`config.mk`:
```
export PLATFORM = sky130hd
export DESIGN_NAME = sat_accum_clamp_flat
export DESIGN_NICKNAME = d
export VERILOG_FILES = /design/src/rtl/sat_pkg.sv /design/src/rtl/sat_accum_clamp_if.sv /design/src/rtl/sat_clamp_lane.sv /design/src/rtl/sat_accum_clamp.sv /design/src/flat_wrapper.sv
export SDC_FILE = /design/constraint.sdc
export NUM_CORES = 1
export LEC_CHECK = 0
export ABC_AREA = 0
export BUFFER_PORTS_ARGS = -buffer_cell sky130_fd_sc_hd__buf_4
export CAP_MARGIN = 20
export CORE_MARGIN = 4
export CORE_UTILIZATION = 58
export CTS_CLUSTER_DIAMETER = 40
export DETAILED_ROUTE_END_ITERATION = 8
export MAX_ROUTING_LAYER = met4
export PLACE_DENSITY = 0.78
export SYNTH_ARGS = -nofsm -noshare
export SYNTH_HDL_FRONTEND = slang
export SYNTH_SLANG_ARGS = --single-unit
```
`constraint.sdc`:
```
create_clock -name clk -period 6.67 [get_ports clk]
set_clock_uncertainty 0.2 [all_clocks]
set_input_delay 0.667 -clock clk [delete_from_list [all_inputs] [get_ports clk]]
set_output_delay 0.667 -clock clk [all_outputs]
set_load 0.1 [all_outputs]
```
`src/rtl/sat_pkg.sv`:
```
// sat_pkg: mode encoding and saturating add helpers shared by the accumulate/clamp pipeline
package sat_pkg;
    typedef logic [1:0] satMode_t;
    localparam satMode_t SAT_SRANGE    = 2'd0;
    localparam satMode_t SAT_SPOSITIVE = 2'd1;
    localparam satMode_t SAT_UPOSITIVE = 2'd2;

    function automatic logic [63:0] satAddS(input logic [63:0] a, input logic [63:0] b, input int w);
        logic signed [63:0] s;
        logic signed [63:0] hi;
        s = signed'(a + b);
        hi = (64'sd1 <<< (w - 1)) - 64'sd1;
        return s > hi ? hi : s < -hi - 64'sd1 ? -hi - 64'sd1 : s;
    endfunction

    function automatic logic satOvfS(input logic [63:0] a, input logic [63:0] b, input int w);
        logic signed [63:0] s;
        logic signed [63:0] hi;
        s = signed'(a + b);
        hi = (64'sd1 <<< (w - 1)) - 64'sd1;
        return s > hi || s < -hi - 64'sd1;
    endfunction

    function automatic logic [63:0] satAddU(input logic [63:0] a, input logic [63:0] b, input int w);
        logic [63:0] s;
        logic [63:0] hi;
        s = a + b;
        hi = (64'd1 << w) - 64'd1;
        return s > hi ? hi : s;
    endfunction

    function automatic logic satOvfU(input logic [63:0] a, input logic [63:0] b, input int w);
        logic [63:0] s;
        logic [63:0] hi;
        s = a + b;
        hi = (64'd1 << w) - 64'd1;
        return s > hi;
    endfunction
endpackage

```
`src/rtl/sat_accum_clamp_if.sv`:
```
// sat_accum_clamp_if: valid/ready input and output streams of the accumulate/clamp block
interface sat_accum_clamp_if #(
    parameter int INW  = 16,
    parameter int OUTW = 8,
    parameter int CH   = 4
);
    import sat_pkg::*;
    logic                i_valid;
    logic                o_ready;
    satMode_t            i_mode;
    logic                i_accumulate;
    logic [CH*INW-1:0]   i_data;
    logic                o_valid;
    logic                i_ready;
    logic [CH*OUTW-1:0]  o_data;
    modport master(output i_valid, i_mode, i_accumulate, i_data, i_ready, input o_ready, o_valid, o_data);
    modport slave(input i_valid, i_mode, i_accumulate, i_data, i_ready, output o_ready, o_valid, o_data);
endinterface

```
`src/rtl/sat_clamp_lane.sv`:
```
// sat_clamp_lane: narrows one lane to OUTW bits with a signed-range, signed-positive or unsigned-positive clamp
module sat_clamp_lane import sat_pkg::*; #(
    parameter int INW  = 24,
    parameter int OUTW = 8
) (
    input  logic [INW-1:0]  value,
    input  satMode_t        mode,
    output logic [OUTW-1:0] clamped,
    output logic            sat
);
    localparam logic [INW-1:0] SHI = {{(INW-OUTW+1){1'b0}}, {(OUTW-1){1'b1}}};
    localparam logic [INW-1:0] SLO = {{(INW-OUTW+1){1'b1}}, {(OUTW-1){1'b0}}};
    localparam logic [INW-1:0] PHI = {{(INW-OUTW){1'b0}}, {OUTW{1'b1}}};
    logic uns, pos, over, under;
    logic [INW-1:0] hi, lo;
    // Pick the bounds for the mode; the reserved mode falls back to the signed range
    always_comb begin
        uns = mode == SAT_UPOSITIVE;
        pos = mode == SAT_SPOSITIVE;
        hi = (uns | pos) ? PHI : SHI;
        lo = pos ? '0 : SLO;
        over = uns ? (value > PHI) : ($signed(value) > $signed(hi));
        under = !uns & ($signed(value) < $signed(lo));
        clamped = OUTW'(over ? hi : under ? lo : value);
        sat = over | under;
    end
endmodule

```
`src/rtl/sat_accum_clamp.sv`:
```
// sat_accum_clamp: per-lane saturating accumulator feeding a mode-selectable clamp, two-stage valid/ready pipeline
module sat_accum_clamp import sat_pkg::*; #(
    parameter int INW  = 16,
    parameter int OUTW = 8,
    parameter int ACCW = 24,
    parameter int CH   = 4
) (
    input  logic                 clk,
    input  logic                 nRst,
    input  logic                 i_clear,
    input  logic                 i_clearFlags,
    sat_accum_clamp_if.slave     bus,
    output logic [CH-1:0]        o_satFlags,
    output logic [15:0]          o_satCount
);
    logic s1Valid, s1Adv, s2Adv, accept, hs, load2, anySat;
    satMode_t s1Mode;
    logic [CH-1:0] laneSat, s2Sat;
    logic [CH*OUTW-1:0] laneOut;

    assign s2Adv = !bus.o_valid | bus.i_ready;
    assign s1Adv = !s1Valid | s2Adv;
    assign bus.o_ready = s1Adv & !i_clear;
    assign accept = bus.i_valid & bus.o_ready;
    assign hs = bus.o_valid & bus.i_ready;
    assign load2 = s2Adv & s1Valid & !i_clear;
    assign anySat = |s2Sat;

    for (genvar k = 0; k < CH; k++) begin : gLane
        logic [ACCW-1:0] acc, accNext;
        logic accSat, accSatNext, uns, clampSat;
        logic [INW-1:0] d;
        logic [63:0] ea, ed;
        assign d = bus.i_data[k*INW +: INW];
        // Extend operands by the incoming beat's mode, then load or saturating-add
        always_comb begin
            uns = bus.i_mode == SAT_UPOSITIVE;
            ea = uns ? 64'(acc) : 64'(signed'(acc));
            ed = uns ? 64'(d) : 64'(signed'(d));
            accNext = !bus.i_accumulate ? ACCW'(ed) : ACCW'(uns ? satAddU(ea, ed, ACCW) : satAddS(ea, ed, ACCW));
            accSatNext = bus.i_accumulate & (uns ? satOvfU(ea, ed, ACCW) : satOvfS(ea, ed, ACCW));
        end
        // The accumulator doubles as the stage-1 data register; it only moves on an accepted beat
        always_ff @(posedge clk or negedge nRst)
            if (!nRst) begin
                acc <= '0;
                accSat <= 1'b0;
            end else begin
                acc <= i_clear ? '0 : accept ? accNext : acc;
                accSat <= i_clear ? 1'b0 : accept ? accSatNext : accSat;
            end
        sat_clamp_lane #(.INW(ACCW), .OUTW(OUTW)) uClamp (
            .value(acc),
            .mode(s1Mode),
            .clamped(laneOut[k*OUTW +: OUTW]),
            .sat(clampSat)
        );
        assign laneSat[k] = clampSat | accSat;
    end

    // Stage-1 valid and the mode that travels with the beat
    always_ff @(posedge clk or negedge nRst)
        if (!nRst) begin
            s1Valid <= 1'b0;
            s1Mode <= SAT_SRANGE;
        end else begin
            s1Valid <= accept | (s1Valid & !s1Adv & !i_clear);
            s1Mode <= accept ? bus.i_mode : s1Mode;
        end

    // Stage-2 output register; holds while the consumer stalls
    always_ff @(posedge clk or negedge nRst)
        if (!nRst) begin
            bus.o_valid <= 1'b0;
            bus.o_data <= '0;
            s2Sat <= '0;
        end else begin
            bus.o_valid <= !i_clear & (s2Adv ? s1Valid : bus.o_valid);
            bus.o_data <= load2 ? laneOut : bus.o_data;
            s2Sat <= load2 ? laneSat : s2Sat;
        end

    // Sticky flags and event counter; a handshake beats a coincident flag clear
    always_ff @(posedge clk or negedge nRst)
        if (!nRst) begin
            o_satFlags <= '0;
            o_satCount <= '0;
        end else begin
            o_satFlags <= (i_clearFlags ? '0 : o_satFlags) | (hs ? s2Sat : '0);
            o_satCount <= i_clearFlags ? 16'(hs & anySat) : (hs & anySat & ~&o_satCount) ? o_satCount + 16'd1 : o_satCount;
        end
endmodule

```
`src/flat_wrapper.sv`:
```
// flat-port wrapper written by rule: the top's interface ports become plain ports
module sat_accum_clamp_flat import sat_pkg::*;
#(
    parameter int INW  = 16,
    parameter int OUTW = 8,
    parameter int ACCW = 24,
    parameter int CH   = 4
)
  (clk, nRst, i_clear, i_clearFlags, o_satFlags, o_satCount, bus_i_valid, bus_i_mode, bus_i_accumulate, bus_i_data, bus_i_ready, bus_o_ready, bus_o_valid, bus_o_data);
  sat_accum_clamp_if #(.INW(INW), .OUTW(OUTW), .CH(CH)) bus_i ();
  input  logic clk;
  input  logic nRst;
  input  logic i_clear;
  input  logic i_clearFlags;
  output logic [CH-1:0] o_satFlags;
  output logic [15:0] o_satCount;
  input wire logic [$bits(bus_i.i_valid)-1:0] bus_i_valid;
  input wire logic [$bits(bus_i.i_mode)-1:0] bus_i_mode;
  input wire logic [$bits(bus_i.i_accumulate)-1:0] bus_i_accumulate;
  input wire logic [$bits(bus_i.i_data)-1:0] bus_i_data;
  input wire logic [$bits(bus_i.i_ready)-1:0] bus_i_ready;
  output wire logic [$bits(bus_i.o_ready)-1:0] bus_o_ready;
  output wire logic [$bits(bus_i.o_valid)-1:0] bus_o_valid;
  output wire logic [$bits(bus_i.o_data)-1:0] bus_o_data;
  assign bus_i.i_valid = bus_i_valid;
  assign bus_i.i_mode = bus_i_mode;
  assign bus_i.i_accumulate = bus_i_accumulate;
  assign bus_i.i_data = bus_i_data;
  assign bus_i.i_ready = bus_i_ready;
  assign bus_o_ready = bus_i.o_ready;
  assign bus_o_valid = bus_i.o_valid;
  assign bus_o_data = bus_i.o_data;
  sat_accum_clamp #(.INW(INW), .OUTW(OUTW), .ACCW(ACCW), .CH(CH)) u_core (.clk(clk), .nRst(nRst), .i_clear(i_clear), .i_clearFlags(i_clearFlags), .bus(bus_i), .o_satFlags(o_satFlags), .o_satCount(o_satCount));
endmodule
```
# After elaboration in Yosys (flattened, before gate mapping)
# Cells that the tools add are included.
dict set report totals {
  reg_bits 160
  inputBits 73
  out_inout_bits 54
  elab_cells 160
}
dict set report classes {
  n_addsub 5
  magnitude_cmp 24
  eq_ne 3
  n_mux 67
  bitwise 32
  n_reduce_logical 14
}
# operator n
set ops {}
lappend ops {{$mux W24} 29}
lappend ops {{$gt A64 B24 Y1 const B} 8}
lappend ops {{$mux W64} 8}
lappend ops {{$add A64 B64 Y64} 4}
lappend ops {{$lt A64 B24 Y1 const B} 4}
lappend ops {{$gt A24 B8 Y1 const B} 4}
lappend ops {{$gt A24 B9 Y1} 4}
lappend ops {{$lt A24 B24 Y1} 4}
lappend ops {{$mux W8} 9}
lappend ops {{$mux W16} 2}
lappend ops {{$and A1 B1 Y1} 19}
lappend ops {{$mux W1} 17}
lappend ops {{$add A16 B1 Y16 const B} 1}
lappend ops {{$reduce_and A16 Y1} 1}
lappend ops {{$or A1 B1 Y1} 12}
lappend ops {{$mux W4} 2}
lappend ops {{$logic_not A1 Y1} 6}
lappend ops {{$eq A2 B2 Y1 const B} 2}
lappend ops {{$logic_or A1 B1 Y1} 4}
lappend ops {{$or A4 B4 Y4} 1}
lappend ops {{$reduce_bool A2 Y1} 2}
lappend ops {{$reduce_or A4 Y1} 1}
lappend ops {{$eq A2 B1 Y1 const B} 1}

# Logic depth before layout (Yosys ltp)
# Gate-level depths: netlist of the first run.
dict set report depth {
  word_depth 10
  mapped_depth 22
  depth_no_buf 21
}

# Hierarchy
# A second synthesis of the first run with hierarchy kept.
dict set report hier_totals {
  hier_cells 1920
  area_unflattened_um2 16149.2
}
# module n_inst cells_per_inst area_per_inst_um2 seq_area_each_um2
set by_module_without_submodules {}
lappend by_module_without_submodules {sat_accum_clamp 1 1690 14365.0 4003.8}
lappend by_module_without_submodules {{sat_clamp_lane (u_core.gLane[0].uClamp ...)} 3 59 449.2 0.0}
lappend by_module_without_submodules {{sat_clamp_lane (u_core.gLane[3].uClamp)} 1 53 436.7 0.0}

# Least setup slack after synthesis of the first run
# Ideal clock, no wire load.
dict set report synth_timing {
  kind {in2reg}
  startpoint {input bus_i_mode[0]}
  endpoint {register u_core.gLane[2].acc[17]}
  setup_ps 143
  arrival_ps 5004
  t_required_ps 6327
  path_slack_ps 1323
  cell_stages 19
  n_path_buf 3
  path_cell_list {nand2b_1 -> clkbuf_1 -> buf_2 -> and2_1 -> ha_1 -> inv_1 -> a211oi_1 -> or4_1 -> fa_1 -> nor4bb_1 -> nand4_1 -> a2111oi_0 -> inv_1 -> a2111o_1 -> o32ai_1 -> nand2_1 -> buf_2 -> a21oi_1 -> o22ai_1}
}
dict set report synth_between {
  elab_chain_cells 10
  elab_cells_between_ends 14
  cone_classes {1 x add/sub; 3 x order compare; 1 x eq/ne; 9 x mux}
}
# element line_no
set synth_lines {}
lappend synth_lines {{start: declaration} flat_wrapper.sv:18} ;# input wire logic [$bits(bus_i.i_mode)-1:0] bus_i_mode;
lappend synth_lines {{$eq A2 B2 Y1 (*)} sat_accum_clamp.sv:37} ;# uns = bus.i_mode == SAT_UPOSITIVE;
lappend synth_lines {{$mux W64, on equally long branches} {sat_accum_clamp.sv:39, sat_accum_clamp.sv:38}}
lappend synth_lines {{$add A64 B64 Y64} {sat_pkg.sv:11, sat_pkg.sv:27}}
lappend synth_lines {{$lt A64 B24 Y1} sat_pkg.sv:13} ;# return s > hi ? hi : s < -hi - 64'sd1 ? -hi - 64'sd1 : s;
lappend synth_lines {{$mux W24 (2 in series)} sat_pkg.sv:13}
lappend synth_lines {{$mux W24} sat_accum_clamp.sv:40} ;# accNext = !bus.i_accumulate ? ACCW'(ed) : ACCW'(uns ? satAddU(ea, ed, ACCW) : satAddS(ea, ed, ACCW));
lappend synth_lines {{$mux W24 (*)} sat_accum_clamp.sv:40}
lappend synth_lines {{$mux W24 (*) (2 in series)} sat_accum_clamp.sv:49} ;# acc <= i_clear ? '0 : accept ? accNext : acc;
lappend synth_lines {{end signal: assignment} sat_accum_clamp.sv:49}
lappend synth_lines {{end: declaration} sat_accum_clamp.sv:30} ;# logic [ACCW-1:0] acc, accNext;
# Every way passes the cells marked *; elsewhere a longest branch is shown, timed or not. The select of a mux whose other input is x is not followed.
# A chain may end at the register's enable or synchronous reset.

# Final worst setup path of the first run
dict set report layout_timing {
  startpoint {register u_core.gLane[2].acc[0]}
  endpoint {register u_core.gLane[2].acc[22]}
}
dict set report layout_between {
  elab_chain_cells 9
  elab_cells_between_ends 12
  cone_classes {1 x add/sub; 3 x order compare; 8 x mux}
}
# element line_no
set layout_lines {}
lappend layout_lines {{$mux W64 (*)} sat_accum_clamp.sv:38} ;# ea = uns ? 64'(acc) : 64'(signed'(acc));
lappend layout_lines {{$add A64 B64 Y64 (*)} {sat_pkg.sv:11, sat_pkg.sv:27}}
lappend layout_lines {{$lt A64 B24 Y1} sat_pkg.sv:13}
lappend layout_lines {{$mux W24 (2 in series)} sat_pkg.sv:13}
lappend layout_lines {{$mux W24 (*) (2 in series)} sat_accum_clamp.sv:40}
lappend layout_lines {{$mux W24 (*) (2 in series)} sat_accum_clamp.sv:49}
# Marks and branches as above.

==> results of run 1 <==
## worst max path at each step
| stage | startpoint | to | slack, ns | depth (start not counted) |
|---|---|---|---|---|
| 3_5_place_dp | bus_i_data[32] | u_core.gLane[2].acc[16] | 0.53 | 23 |
| 5_1_grt | u_core.gLane[2].acc[0] | u_core.gLane[2].acc[22] | 0.34 | 22 |
| 6_report | u_core.gLane[2].acc[0] | u_core.gLane[2].acc[22] | 0.75 | 22 |
| 2_1_floorplan | bus_i_mode[0] | u_core.gLane[2].acc[17] | 1.32 | 19 |
| 3_3_place_gp | bus_i_data[32] | u_core.gLane[2].acc[19] | 0.82 | 23 |
| 4_1_cts | u_core.gLane[2].acc[0] | u_core.gLane[2].acc[22] | 0.80 | 22 |
## state kept, by name, summed over array words and instances, names as in the netlist
name                 flops
u_core.s1Valid           1
u_core.bus.o_data       32
u_core.gLane.acc        96
u_core.o_satFlags        4
u_core.bus.o_valid       1
u_core.s1Mode            2
u_core.gLane.accSat      4
u_core.o_satCount       16
u_core.s2Sat             4
## logic make-up (layout without fill, tap and decap cells)
family	count (synthesis)	in the layout	synth area share
AO/OA/AOI/OAI	690	690	0.271
XOR/XNOR	81	81	0.0461
adder cells (fa/ha/maj)	176	176	0.158
buffers and inverters	152	237	0.0387
flip-flops	160	160	0.255
multiplexers	15	15	0.00965
AND/OR/NAND/NOR	685	685	0.221
## routing by layer
metal,GRT usage,wire length (um)
met4,0.0824,977
met3,0.0450,3620
met1,0.435,20600
met5,-,0
met2,0.524,22400
## area by class of cell
| cell class | count | area (um2) | share of cell area |
|---|---|---|---|
| inverter | 52 | 195 | 0.0112 |
| timing repair buffer | 153 | 1150 | 0.0660 |
| clock inverter | 15 | 166 | 0.00953 |
| sequential | 160 | 4000 | 0.229 |
| tap | 335 | 419 | 0.0240 |
| clock buffer | 17 | 425 | 0.0244 |
| multi-input combinational | 1647 | 11100 | 0.635 |
## worst reg2reg max path, delay by kind of cell (launching register included)
kind                       cells  cell delay, ns
buffers and inverters          2            0.35
adders and majority gates      3            0.88
and+or+nand+nor                8            1.20
DFF                            1            0.45
AOI/OAI and AO/OA              9            2.68
## power breakdown
group	switching, W	total, W	internal [W]
Combinational	0.00128	0.00195	0.000666
Clock	0.000492	0.00103	0.000536
Sequential	0.000193	0.00129	0.00110
## cells in the final DEF, fill, tap and decap left out, types with 18 or more instances in the layout
cell type,instances
a21oi_1,220
inv_1,50
or3_1,18
o211ai_1,22
xnor2_1,54
o21ai_0,153
a31oi_1,41
nor3_1,62
o21ai_1,42
nor4_1,23
a21o_1,34
a211oi_1,38
nand2_1,216
ha_1,138
nand3_1,39
dfrtp_1,160
fa_1,36
nor2_1,135
buf_4,152
xor2_1,26
nand4_1,37
## stage by stage
| stage | total power, W | util | setup WS [ns] |
|---|---|---|---|
| after floorplan | 0.00271 | - | 1.32 |
| after detailed placement | 0.00321 | 0.640 | 0.532 |
| after CTS | 0.00425 | 0.662 | 0.801 |
| after global placement | 0.00317 | 0.640 | 0.823 |
| after global routing | 0.00452 | 0.662 | 0.343 |
| final | 0.00427 | 0.662 | 0.748 |
==> impl_metrics.env, run 1 <==
export IMPL_hold_ws_ns=0.119
export IMPL_ys_seq_area_frac=0.255
export IMPL_cts_buffers=17
export IMPL_path_clk_slew_ns=0.08
export IMPL_critPathMaxFanout=22
export IMPL_synth_edf_count=0
export IMPL_place_area_um2=16900
export IMPL_crit_family="compound AO/OA/AOI/OAI gates"
export IMPL_cap_violations=0
export IMPL_post_cts_setup_buffers=0
export IMPL_row_count=59
export IMPL_fin_cells=2379
export IMPL_r2r_end="u_core.gLane[2].acc[22]"
export IMPL_timing_fmax_ghz=0.169
export IMPL_cts_hold_buf=0
export IMPL_drv_slew=0
export IMPL_cts_sinks=160
export IMPL_first_global_vias=15000
export IMPL_cp_cell_sequence="ha_1, fa_1, a21oi_1, o211a_1, or3_1, nand3_1, a21oi_1, nor2_1, a311oi_1, nor2_1, nor2_1, fa_1, nor4bb_1, nand4_1, a2111oi_0, inv_1, a2111o_1, o32ai_1, nand2_1, buf_4, a21oi_1, o22ai_1"
export IMPL_synth_area_leaders="dfrtp_1 26%, ha_1 11%, a21oi_1 7.0%, nand2_1 5.2%, o21ai_0 4.9%"
export IMPL_cts_root_buf="clkbuf_16"
export IMPL_cts_buffer_depth=2
export IMPL_synthesis_nets=2207
export IMPL_diodes=0
export IMPL_grt_first_pass_wirelength_mm=76.8
export IMPL_num_vias=16000
export IMPL_power_leakage_nw=7.79
export IMPL_synth_common_cells="220 x a21oi_1, 217 x nand2_1, 160 x dfrtp_1, 153 x o21ai_0, 139 x ha_1"
export IMPL_r2r_cells=22
export IMPL_grt_overflow=0
export IMPL_wl_mm=47.6
export IMPL_dp_cells=2347
export IMPL_cp_num_buf_inv=2
export IMPL_synth_top_area_cell="dfrtp_1"
export IMPL_max_stage_delay_ns=0.45
export IMPL_synth_seq_cells=160
export IMPL_cp_end_kind="register"
export IMPL_postRouteAntennaNets=0
export IMPL_fp_dieH_um=172
export IMPL_htree_levels=4
export IMPL_rsz0062_at_grt="no"
export IMPL_async_reset_ff_frac=1.00
export IMPL_fin_crit_sh=0.888
export IMPL_hold_viol=0
export IMPL_outcome="finished clean"
export IMPL_firstDrtPassIters=6
export IMPL_slowest_stage="dfrtp_1"
export IMPL_synth_avg_cell_area_um2=8.01
export IMPL_dr_first_iter_drc_count=1538
export IMPL_reg2reg_slack_ns=0.75
export IMPL_critPathLaunchType="register"
export IMPL_grt_max_degree=103
export IMPL_viasPerCell=6.72
export IMPL_drc=0
export IMPL_synth_top_cell_area_share=0.255
export IMPL_area_growth_pct=11.3
export IMPL_r2r_start="u_core.gLane[2].acc[0]"
export IMPL_gp_congestion=0.956
export IMPL_slew_headroom=0.259
export IMPL_die_w_um=172
export IMPL_powerDensity_nw_per_um2=244
export IMPL_cts_tree="built"
export IMPL_yosys_warnings=0
export IMPL_min_path_type="input port to asynchronous set/reset pin"
export IMPL_synthCells=1959
export IMPL_core_area_um2=26400
export IMPL_die_area_um2=29700
export IMPL_cts_resized=0
export IMPL_start_util=0.595
export IMPL_fill_cells=2230
export IMPL_synth_cell_types=87
export IMPL_io_buffers=126
export IMPL_fin_tns_setup_ns=0
export IMPL_cp_data_required_time_ns=6.76
export IMPL_synthMostInstantiatedCell="a21oi_1"
export IMPL_finalCriticalPeriod_ns=5.92
export IMPL_insertion_delay_ns=0.45
export IMPL_final_area_um2=17500
export IMPL_place_hpwl_mm=34.3
export IMPL_worst_pin_slew_ns=1.11
export IMPL_grtUsageTotal=0.325
export IMPL_peakVddDrop_uv=155
export IMPL_io_pins=127
export IMPL_routedWlPerCell_um=20.0
export IMPL_yosys_most_used_dff="dfrtp_1"
export IMPL_final_layout_size_suffix_gt1_frac=0.106
export IMPL_critical_path_arrival_ns=6.01
export IMPL_antenna_found_initial=0
export IMPL_setup_violations=0
export IMPL_nets=2279
export IMPL_netlist_area_um2=15700
export IMPL_critPathKind="register to register"
Power figures use the tool's default switching activity.
==> inputs of run 2 (changes only) <==
- PLACE_DENSITY: 0.78 -> 0.77
==> impl_metrics.env, run 2 (synthesized netlist as in run 1, its figures left out) <==
export IMPL_r2r_start="u_core.gLane[2].acc[0]"
export IMPL_path_clk_slew_ns=0.08
export IMPL_dr_first_iter_drc_count=1423
export IMPL_critPathLaunchType="register"
export IMPL_critPathMaxFanout=22
export IMPL_diodes=0
export IMPL_htree_levels=4
export IMPL_io_buffers=126
export IMPL_r2r_cells=22
export IMPL_r2r_end="u_core.gLane[2].acc[16]"
export IMPL_fin_crit_sh=0.896
export IMPL_cts_buffer_depth=2
export IMPL_power_leakage_nw=7.79
export IMPL_final_common_cell="a21oi_1"
export IMPL_powerDensity_nw_per_um2=244
export IMPL_finalCriticalPeriod_ns=5.97
export IMPL_cp_end_kind="register"
export IMPL_critical_path_arrival_ns=6.07
export IMPL_setup_violations=0
export IMPL_cp_num_buf_inv=2
export IMPL_fp_dieH_um=172
export IMPL_die_area_um2=29700
export IMPL_largest_reg_flops=96
export IMPL_cts_sinks=160
export IMPL_num_vias=15800
export IMPL_start_util=0.595
export IMPL_grt_overflow=0
export IMPL_cts_root_buf="clkbuf_16"
export IMPL_postRouteAntennaNets=0
export IMPL_peakVddDrop_uv=181
export IMPL_critPathKind="register to register"
export IMPL_final_layout_size_suffix_gt1_frac=0.106
export IMPL_cp_cell_sequence="ha_1, fa_1, a21oi_1, o211a_1, or3_1, nand3_1, a21oi_1, nor2_1, a311oi_1, nor2_1, nor2_1, fa_1, nor4bb_1, nand4_1, a2111oi_0, inv_1, a2111o_1, o32ai_1, nand2_1, buf_4, a21oi_1, o21ai_0"
export IMPL_slew_headroom=0.243
export IMPL_io_pins=127
export IMPL_place_area_um2=16900
export IMPL_grtUsageTotal=0.319
export IMPL_setup_ws_ns=0.696
export IMPL_cp_num_cells=22
export IMPL_fill_cells=2235
export IMPL_core_area_um2=26400
export IMPL_post_cts_setup_buffers=0
export IMPL_crit_end="u_core.gLane[2].acc[16]"
export IMPL_grt_first_pass_wirelength_mm=75.5
export IMPL_insertion_delay_ns=0.44
export IMPL_worst_pin_slew_ns=1.13
export IMPL_min_path_type="register to register"
export IMPL_place_hpwl_mm=34.0
export IMPL_rsz0062_at_grt="no"
export IMPL_grt_max_degree=72
export IMPL_slowest_stage="a311oi_1"
export IMPL_die_w_um=172
export IMPL_gp_congestion=0.943
export IMPL_drv_slew=0
export IMPL_viasPerCell=6.63
export IMPL_cp_data_required_time_ns=6.76
export IMPL_antenna_found_initial=0
export IMPL_mostFrequentLayoutCells="220 x a21oi_1, 216 x nand2_1, 160 x dfrtp_1"
export IMPL_nets=2279
export IMPL_crit_path_start="u_core.gLane[2].acc[0]"
export IMPL_pre_cts_ws_ns=0.509
export IMPL_drc=0
export IMPL_firstDrtPassIters=6
export IMPL_area_growth_pct=11.3
export IMPL_cts_tree="built"
export IMPL_wl_mm=47.0
export IMPL_first_global_vias=14900
export IMPL_routedWlPerCell_um=19.8
export IMPL_outcome="finished clean"
export IMPL_reg2reg_slack_ns=0.70
export IMPL_row_count=59
export IMPL_final_area_um2=17500
export IMPL_crit_family="compound AO/OA/AOI/OAI gates"
export IMPL_hold_viol=0
export IMPL_top_regs="u_core.gLane.acc x96, u_core.bus.o_data x32, u_core.o_satCount x16"
export IMPL_fin_tns_setup_ns=0
export IMPL_largest_register="u_core.gLane.acc"
export IMPL_cts_buffers=17
export IMPL_max_stage_delay_ns=0.57
export IMPL_cap_violations=0
export IMPL_timing_fmax_ghz=0.167
-- run 2: cell types whose count changed in the layout (fill, tap and decap cells not counted) --
cell / before / now
clkinv_4: 2 / 1
inv_6: 2 / 6
inv_8: 7 / 3
clkbuf_8: 0 / 2
clkinvlp_4: 3 / 2
dlygate4sd3_1: 0 / 1
buf_4: 152 / 151
-- run 2: worst min-delay path, stage by stage, from the launching register on --
cell and delay (ns):
dfrtp_1 0.34, nand2_1 0.05, o21ai_0 0.06
-- run 2: area by class of cell --
class | instances | area [um2] | share of cell area
Multi-Input combinational cell | 1647 | 11100 | 0.635
Sequential cell | 160 | 4000 | 0.229
Timing Repair Buffer | 153 | 1150 | 0.0662
Clock buffer | 19 | 453 | 0.0259
Tap cell | 335 | 419 | 0.0240
Inverter | 52 | 195 | 0.0112
Clock inverter | 13 | 140 | 0.00803
-- run 2: repair_timing --
item | 4_1_cts | 5_1_grt
hold buffers | 1 | 0
hold endpoints to repair | 40 | 0
resized for setup | 0 | 0
-- run 2: worst min path at each step --
stage	cells past startpoint	slack (ns)	to	from
2_1_floorplan	0	0.17	u_core.bus.o_data[0]	nRst
3_3_place_gp	2	0.27	u_core.bus.o_data[11]	u_core.bus.o_data[11]
3_5_place_dp	2	0.27	u_core.bus.o_data[17]	u_core.bus.o_data[17]
4_1_cts	3	0.28	u_core.s1Valid	bus_i_valid
5_1_grt	2	0.30	u_core.bus.o_data[17]	u_core.bus.o_data[17]
6_report	2	0.28	u_core.bus.o_data[18]	u_core.bus.o_data[18]
-- run 2: layer usage --
layer	global-route usage	share of wire
met5	-	0
met2	0.511	0.47
met4	0.0885	0.022
met1	0.424	0.44
met3	0.0487	0.071
-- run 2: power breakdown --
| group | switching, W | internal (W) | total, W |
|---|---|---|---|
| Combinational | 0.00127 | 0.000664 | 0.00193 |
| Sequential | 0.000199 | 0.00110 | 0.00129 |
| Clock | 0.000474 | 0.000551 | 0.00103 |
| Total | 0.00194 | 0.00231 | 0.00425 |
-- run 2: per-stage QoR --
step	hold WS [ns]	power, W	utilization	cells
final	0.284	0.00425	0.662	2379
after CTS	0.282	0.00423	0.662	2379
after floorplan	0.171	0.00271	-	1959
after global routing	0.301	0.00451	0.662	2379
after global placement	0.266	0.00316	0.640	2346
after detailed placement	0.273	0.00321	0.640	2346
